`src/rtl/sum_bcd_display_if.sv`:
```
`default_nettype none
// ============================================================================
// Module   : sum_bcd_display_if
// Purpose  : Request/result bundle between the adder datapath and the
//            BCD / 7-segment display converter.
// Revision : 1.0  initial release
// ============================================================================
interface sum_bcd_display_if #(
  parameter int WIDTH  = 9,
  parameter int DIGITS = 3
);
  logic [WIDTH-1:0]    data_in;
  logic                valid_in;
  logic                ready_out;
  logic                busy;
  logic [4*DIGITS-1:0] bcd_out;
  logic [7*DIGITS-1:0] seg_out;
  logic                valid_out;

  // Upstream producer side
  modport master (
    output data_in, valid_in,
    input  ready_out, busy, bcd_out, seg_out, valid_out
  );

  // Converter side
  modport slave (
    input  data_in, valid_in,
    output ready_out, busy, bcd_out, seg_out, valid_out
  );
endinterface
`default_nettype wire

```
`src/rtl/sum_bcd_display.sv`:
```
`default_nettype none
// ============================================================================
// Module   : sum_bcd_display
// Purpose  : Iterative double-dabble conversion of the registered adder
//            result to BCD, with active-low 7-segment decode and optional
//            leading-zero blanking.
// Revision : 1.0  initial release
// ============================================================================
module sum_bcd_display #(
  parameter int WIDTH         = 9,
  parameter int DIGITS        = 3,
  parameter bit BLANK_LEADING = 1'b0
) (
  input  wire logic         clock,
  input  wire logic         reset,
  sum_bcd_display_if.slave  bus
);

  localparam int SR_W  = 4*DIGITS + WIDTH;
  localparam int CNT_W = $clog2(WIDTH + 1);

  typedef enum logic [1:0] {IDLE = 2'd0, SHIFT = 2'd1, DONE = 2'd2} state_t;

  // Segment pattern {g,f,e,d,c,b,a}, active-low
  function automatic logic [6:0] seg7(input logic [3:0] d);
    case (d)
      4'd0:    seg7 = 7'b1000000;
      4'd1:    seg7 = 7'b1111001;
      4'd2:    seg7 = 7'b0100100;
      4'd3:    seg7 = 7'b0110000;
      4'd4:    seg7 = 7'b0011001;
      4'd5:    seg7 = 7'b0010010;
      4'd6:    seg7 = 7'b0000010;
      4'd7:    seg7 = 7'b1111000;
      4'd8:    seg7 = 7'b0000000;
      4'd9:    seg7 = 7'b0010000;
      default: seg7 = 7'b1111111;
    endcase
  endfunction

  // Full display word; zeros above the first non-zero digit are blanked
  // when enabled, digit 0 always shows.
  function automatic logic [7*DIGITS-1:0] encode_all(input logic [4*DIGITS-1:0] b);
    logic lead;
    logic [3:0] d;
    encode_all = '0;
    lead = 1'b1;
    for (int i = DIGITS - 1; i >= 0; i--) begin
      d = b[4*i +: 4];
      if (BLANK_LEADING && lead && (d == 4'd0) && (i != 0)) begin
        encode_all[7*i +: 7] = 7'b1111111;
      end else begin
        encode_all[7*i +: 7] = seg7(d);
        lead = 1'b0;
      end
    end
  endfunction

  localparam logic [7*DIGITS-1:0] SEG_RESET = encode_all('0);

  state_t              state, state_next;
  logic [SR_W-1:0]     sr;        // {scratch BCD digits, binary remainder}
  logic [SR_W-1:0]     sr_corr;
  logic [CNT_W-1:0]    cnt;
  logic [4*DIGITS-1:0] bcd_q;
  logic [7*DIGITS-1:0] seg_q;
  logic                valid_q;

  // State register
  always_ff @(posedge clock or negedge reset) begin
    if (!reset) state <= IDLE;
    else        state <= state_next;
  end

  // Next-state logic
  always_comb begin
    state_next = state;
    case (state)
      IDLE:    if (bus.valid_in) state_next = SHIFT;
      SHIFT:   if (cnt == CNT_W'(1)) state_next = DONE;
      DONE:    state_next = IDLE;
      default: state_next = IDLE;
    endcase
  end

  // Add-3 correction of every scratch digit that is 5 or more
  always_comb begin
    sr_corr = sr;
    for (int i = 0; i < DIGITS; i++) begin
      if (sr[WIDTH + 4*i +: 4] >= 4'd5)
        sr_corr[WIDTH + 4*i +: 4] = sr[WIDTH + 4*i +: 4] + 4'd3;
    end
  end

  // Conversion datapath: load on acceptance, correct-then-shift while busy
  always_ff @(posedge clock or negedge reset) begin
    if (!reset) begin
      sr  <= '0;
      cnt <= '0;
    end else if (state == IDLE && bus.valid_in) begin
      sr  <= {{(4*DIGITS){1'b0}}, bus.data_in};
      cnt <= CNT_W'(WIDTH);
    end else if (state == SHIFT) begin
      sr  <= sr_corr << 1;
      cnt <= cnt - 1'b1;
    end
  end

  // Result registers, updated and flagged only in DONE
  always_ff @(posedge clock or negedge reset) begin
    if (!reset) begin
      bcd_q   <= '0;
      seg_q   <= SEG_RESET;
      valid_q <= 1'b0;
    end else begin
      valid_q <= (state == DONE);
      if (state == DONE) begin
        bcd_q <= sr[SR_W-1:WIDTH];
        seg_q <= encode_all(sr[SR_W-1:WIDTH]);
      end
    end
  end

  assign bus.ready_out = (state == IDLE);
  assign bus.busy      = (state != IDLE);
  assign bus.bcd_out   = bcd_q;
  assign bus.seg_out   = seg_q;
  assign bus.valid_out = valid_q;

endmodule
`default_nettype wire

```
`src/flat_wrapper.sv`:
```
// flat-port wrapper written by rule: the top's interface ports become plain ports
module sum_bcd_display_flat 
#(
  parameter int WIDTH         = 9,
  parameter int DIGITS        = 3,
  parameter bit BLANK_LEADING = 1'b0
)
  (clock, reset, bus_data_in, bus_valid_in, bus_ready_out, bus_busy, bus_bcd_out, bus_seg_out, bus_valid_out);
  sum_bcd_display_if #(.WIDTH(WIDTH), .DIGITS(DIGITS)) bus_i ();
  input  wire logic clock;
  input  wire logic reset;
  input wire logic [$bits(bus_i.data_in)-1:0] bus_data_in;
  input wire logic [$bits(bus_i.valid_in)-1:0] bus_valid_in;
  output wire logic [$bits(bus_i.ready_out)-1:0] bus_ready_out;
  output wire logic [$bits(bus_i.busy)-1:0] bus_busy;
  output wire logic [$bits(bus_i.bcd_out)-1:0] bus_bcd_out;
  output wire logic [$bits(bus_i.seg_out)-1:0] bus_seg_out;
  output wire logic [$bits(bus_i.valid_out)-1:0] bus_valid_out;
  assign bus_i.data_in = bus_data_in;
  assign bus_i.valid_in = bus_valid_in;
  assign bus_ready_out = bus_i.ready_out;
  assign bus_busy = bus_i.busy;
  assign bus_bcd_out = bus_i.bcd_out;
  assign bus_seg_out = bus_i.seg_out;
  assign bus_valid_out = bus_i.valid_out;
  sum_bcd_display #(.WIDTH(WIDTH), .DIGITS(DIGITS), .BLANK_LEADING(BLANK_LEADING)) u_core (.clock(clock), .reset(reset), .bus(bus_i));
endmodule
```
`config.mk`:
```
export PLATFORM = sky130hd
export DESIGN_NAME = sum_bcd_display_flat
export DESIGN_NICKNAME = d
export VERILOG_FILES = /design/src/rtl/sum_bcd_display_if.sv /design/src/rtl/sum_bcd_display.sv /design/src/flat_wrapper.sv
export SDC_FILE = /design/constraint.sdc
export NUM_CORES = 1
export LEC_CHECK = 0
export CAP_MARGIN = 20
export CORE_MARGIN = 3
export CORE_UTILIZATION = 55
export DETAILED_ROUTE_END_ITERATION = 12
export DONT_BUFFER_PORTS = 1
export GPL_ROUTABILITY_DRIVEN = 0
export GPL_TIMING_DRIVEN = 0
export HOLD_SLACK_MARGIN = 0.15
export PLACE_DENSITY_LB_ADDON = 0.15
export SLEW_MARGIN = 30
export SYNTH_ARGS = -nofsm -noshare
export SYNTH_HDL_FRONTEND = slang
export SYNTH_SLANG_ARGS = --single-unit
```
`constraint.sdc`:
```
create_clock -name clock -period 2.8 [get_ports clock]
set_input_delay 0.28 -clock clock [delete_from_list [all_inputs] [get_ports clock]]
set_output_delay 0.28 -clock clock [all_outputs]
set_load 0.05 [all_outputs]
```
After elaboration in Yosys (flattened, before gate mapping)
Memory sizes are Yosys's and may differ from the RTL's. A register that Yosys moved wholly into a read port is not among the register bits.
Index checks and enable logic that the tools add are counted.
{"block": "op_classes", "addsub": 4, "n_lt_le_gt_ge": 3, "n_eq_ne": 5, "n_mux": 10, "n_reduce_logical": 8}
{"cell": "$mux 21", "count": 2}
{"cell": "$mux 4", "count": 4}
{"cell": "$ge 4x3->1 const B", "count": 3}
{"cell": "$add 4x2->4 const B", "count": 2}
{"cell": "$eq 4x1->1 const B", "count": 1}
{"cell": "$mux 2", "count": 2}
{"cell": "$pmux 2 s2", "count": 1}
{"cell": "$reduce_bool 2->1", "count": 2}
{"cell": "$sub 4x1->4 const B", "count": 1}
{"cell": "$add 3x2->3 const B", "count": 1}
{"cell": "$logic_not 1->1", "count": 3}
{"cell": "$mux 3", "count": 1}
{"cell": "$eq 2x1->1 const B", "count": 1}
{"cell": "$eq 2x2->1 const B", "count": 1}
{"cell": "$logic_not 2->1", "count": 1}
{"cell": "$ne 2x1->1 const B", "count": 1}
{"cell": "$ne 2x2->1 const B", "count": 1}
{"cell": "$reduce_and 2->1", "count": 1}
{"cell": "$logic_and 1x1->1", "count": 1}
{"block": "word_totals", "regBits": 40, "romBits": 336, "output_inout_bits": 36, "wordCells": 38, "memories": 3}
{"memory": "(no name shown)", "words": 16, "word_bits": 7, "rd": 1, "rd_clocked_by_memory_dff": 1, "wr": 0, "line": "sum_bcd_display.sv:26", "source": "case (d)"}
{"memory": "(no name shown)", "words": 16, "word_bits": 7, "rd": 1, "rd_clocked_by_memory_dff": 1, "wr": 0, "line": "sum_bcd_display.sv:26"}
{"memory": "(no name shown)", "words": 16, "word_bits": 7, "rd": 1, "rd_clocked_by_memory_dff": 1, "wr": 0, "line": "sum_bcd_display.sv:26"}

Longest topological paths before layout
{"block": "depth", "depth_word": 4, "depth_mapped": 7, "ltp_nobuf": 6}

Worst setup path before layout
Ideal clock, no wire load.
{"block": "synth_path", "path_kind": "register to output", "from": "register u_core.state[0]", "to": "output port bus_busy", "t_arrival_ps": 1837, "required_ps": 2520, "slack_ps": 683, "path_stages_with_launch": 5, "path_cell_list": "dfrtp_1 buf_4 clkbuf_1 nor2_1 inv_1"}
{"block": "synth_between", "elab_chain_len": 1}
{"element": "from (decl)", "line": "sum_bcd_display.sv:61", "source": "state_t state, state_next;"}
{"element": "from (signal assigned)", "line": "sum_bcd_display.sv:72", "source": "else state <= state_next;"}
{"element": "$reduce_bool 2->1", "line": "sum_bcd_display.sv:125", "source": "assign bus.busy = (state != IDLE);"}
{"element": "to (decl)", "line": "flat_wrapper.sv:15", "source": "output wire logic [$bits(bus_i.busy)-1:0] bus_busy;"}
No other way between the ends.

Worst setup path in the final report
Ends and elaborated chain as after synthesis.

==> out/metrics.csv <==
stage,metric,value,unit
critical_path,critPathTopFamily,buffers and inverters,
yosys,synthesis.area,3070,um2
cells_and_area,syn_to_final_growth,11.3,%
clocking,clock_sinks,61,
floorplan,rows,26,
yosys,yosysUniqueCellTypes,34,
timing,worst_slew_pin_slew,0.929,ns
cells_and_area,regArea,1530,um2
yosys,ys.warnings.count,0,
critical_path,path_class,register to output pin,
timing,min_period,2.63,ns
placement,port-buffer-count,0,
clocking,postCtsSetupBuffers,0,
cells_and_area,drive_gt1_frac,0.118,
job,maxCapViolCount,0,
clocking,cts_tree,yes,
critical_path,critPathLaunchType,register,
power,power.total,4.51,mW
drt,vias_per_cell,5.60,
yosys,synth_area_per_cell,9.43,um2
critical_path,crit_path_top_delay_cell,nor2_1,
critical_path,slowest_delay,0.78,ns
power,leakage,1.57,nW
drt,drtPass1Iterations,4,
timing,max-slew-margin-rel,0.378,
floorplan,initial_core_util,0.583,
clocking,clock_latency,0.34,ns
worst_hold_path,hold_path_class,primary input to register,
drt,drtIter0Drc,135,
global_routing,grt_start_max_net_pins,62,
floorplan,core-area,5270,um2
critical_path,crit_buf_inv,3,
floorplan,dieArea,6520,um2
global_routing,grt_pass1_vias,2303,
cells_and_area,multi_input_area,1350,um2
status,run_status,"finished, final reports clean",
clocking,cts_made_buffers,9,
placement,dp_hpwl,4480,um
timing,fmax,0.380,GHz
cells_and_area,nets,373,
drt,ant_nets,0,
timing,slew_violations,0,
yosys,syn_inst,326,
timing,worst_slack,0.168,ns
timing,tns,0,ns
timing,setup_violations,0,
clocking,path_clk_slew,0.06,ns
global_routing,grt_pass1_wl,10900,um
global_routing,overflow,0,
drt,num_vias,2340,
drt,post-route-drc-count,0,
yosys,syn_nets,356,
timing,fin_crit_sh,0.940,
critical_path,worst-path-max-fanout,10,
timing,hold_viol_final,0,
critical_path,cp-end-kind,output pin,
critical_path,arrival,2.35,ns
power,irDropWorstVdd,0.851,mV
timing,rsz0062_at_grt,no,
global_routing,antenna_found_initial,0,
yosys,synth-seq-area-share,0.498,
critical_path,crit_start,u_core.state[0],
yosys,synth-main-ff-cell,dfrtp_1,
global_routing,grt_util_all_layers,0.220,
yosys,ys_ff_latch,61,
timing,skew,0.00563,ns
power,p_per_area,1320,nW/um2
critical_path,crit_chain,buf_4 -> clkbuf_1 -> nor2_1 -> inv_1,
clocking,htree_levels,3,
yosys,async_flop_share,1.00,
placement,preCtsSetupSlack,0.529,ns
drt,drt-total-wl,6620,um
floorplan,die_w,80.7,um
clocking,clockBufferDepth,2,
cells_and_area,diodes,0,
critical_path,r2r-start,u_core.sr[10],
floorplan,die_height,80.7,um
yosys,synth-edff-count,0,
critical_path,required,2.52,ns
drt,wire_per_inst,15.8,um
cells_and_area,fillers,444,
worst_hold_path,worstHoldStart,bus_data_in[6],
floorplan,pin_count,48,
clocking,cts-root-buf,clkbuf_8,
per-stage QoR:
| stage | util | cell area [um2] | hold slack, ns | cells |
|---|---|---|---|---|
| 2_1_floorplan | - | 3070 | -0.0156 | 326 |
| 3_3_place_gp | 0.600 | 3160 | -0.0142 | 396 |
| 3_5_place_dp | 0.600 | 3160 | -0.0142 | 396 |
| 4_1_cts | 0.649 | 3420 | 0.150 | 418 |
| 5_1_grt | 0.649 | 3420 | 0.187 | 418 |
| 6_report | 0.649 | 3420 | 0.157 | 418 |
cell type report:
class,count,share of cell area
clock inverter,1,0.00146
buffer,21,0.0348
timing repair buffer,6,0.0227
sequential,61,0.447
tap,70,0.0256
inverter,19,0.0209
multi-input combinational,225,0.396
clock buffer,15,0.0516
worst reg2reg max path: cells and delay by family, from the launching register on:
kind	cells	cell delay, ns
adder cells (fa/ha/maj)	1	0.21
AND/OR/NAND/NOR	1	0.14
AO/OA/AOI/OAI	2	0.43
flip-flops	1	0.37
XOR/XNOR	1	0.16
buffers and inverters	2	0.32
layout by cell type, fill, tap and decap left out, types with 8 or more instances in the layout:
cell type / count
nand2_1: 61
dfrtp_1: 58
o21ai_0: 51
inv_1: 19
ha_1: 18
a21oi_1: 15
nor2_1: 13
clkbuf_8: 12
o31ai_1: 10
buf_2: 9
clkbuf_1: 8
a22oi_1: 8
sequential cells by signal, summed over array words and instances (netlist names):
name,cells
u_core.bus.seg_out,21
u_core.bus.bcd_out,12
u_core.state,2
u_core.bus.valid_out,1
u_core.sr,21
u_core.cnt,4
logic make-up (layout without fill, tap and decap cells):
logic type | after synthesis | in the layout | share of synthesized area
buffers and inverters | 40 | 62 | 0.0619
DFF | 61 | 61 | 0.498
muxes | 7 | 7 | 0.0252
AOI/OAI and AO/OA | 100 | 100 | 0.193
and+or+nand+nor | 95 | 95 | 0.134
xor gates and xnor gates | 5 | 5 | 0.0143
adders and majority gates | 18 | 18 | 0.0733
routing by layer:
| layer | global-route usage | share of wire | vias up |
|---|---|---|---|
| met5 | 0 | 0 | - |
| met2 | 0.347 | 0.46 | 49 |
| met1 | 0.290 | 0.47 | 1130 |
| met4 | 0.113 | 0.021 | 0 |
| met3 | 0.0443 | 0.043 | 12 |
| li1 | - | - | 1149 |
Yosys cell counts (3+ instances only):
master     n  share of area
a21oi_1   15          0.024
a22oi_1    8          0.020
buf_2      9          0.015
buf_4      3         0.0073
clkbuf_1   5         0.0061
dfrtp_1   58           0.47
dfstp_2    3          0.026
ha_1      18          0.073
inv_1     19          0.023
mux2_2     6          0.022
nand2_1   61          0.075
nand2b_1   7          0.014
nand3_1    3         0.0049
nor2_1    13          0.016
nor2b_1    3         0.0061
nor3_1     3         0.0049
o21ai_0   51          0.083
o22ai_1    3         0.0061
o311ai_0   4          0.011
o31ai_1   10          0.024
xnor2_1    5          0.014
final timing paths:
path / endpoint / slack (ns) / cells after the start
hold reg to reg: u_core.sr[3] / 0.49 / 2
setup reg to reg: u_core.sr[10] / 1.04 / 7
hold / removal: u_core.sr[6] / 0.16 / 2
max in group asynchronous: u_core.bus.seg_out[20] / 2.03 / 2
min in group asynchronous: u_core.bus.valid_out / 0.47 / 2
setup / recovery: bus_busy / 0.17 / 4
report_power, final:
part / total [mW] / switching [mW] / internal, mW
Sequential: 2.16 / 0.925 / 1.24
Combinational: 1.61 / 0.951 / 0.664
Clock: 0.727 / 0.333 / 0.394
Total: 4.51 / 2.21 / 2.30
what timing repair did:
| item | in CTS | in global routing |
|---|---|---|
| resized for setup | 0 | 0 |
| hold buffers | 6 | 0 |
| endpoints found under the hold margin | 65 | 0 |
Note: power is estimated with default switching activity, not from simulation.
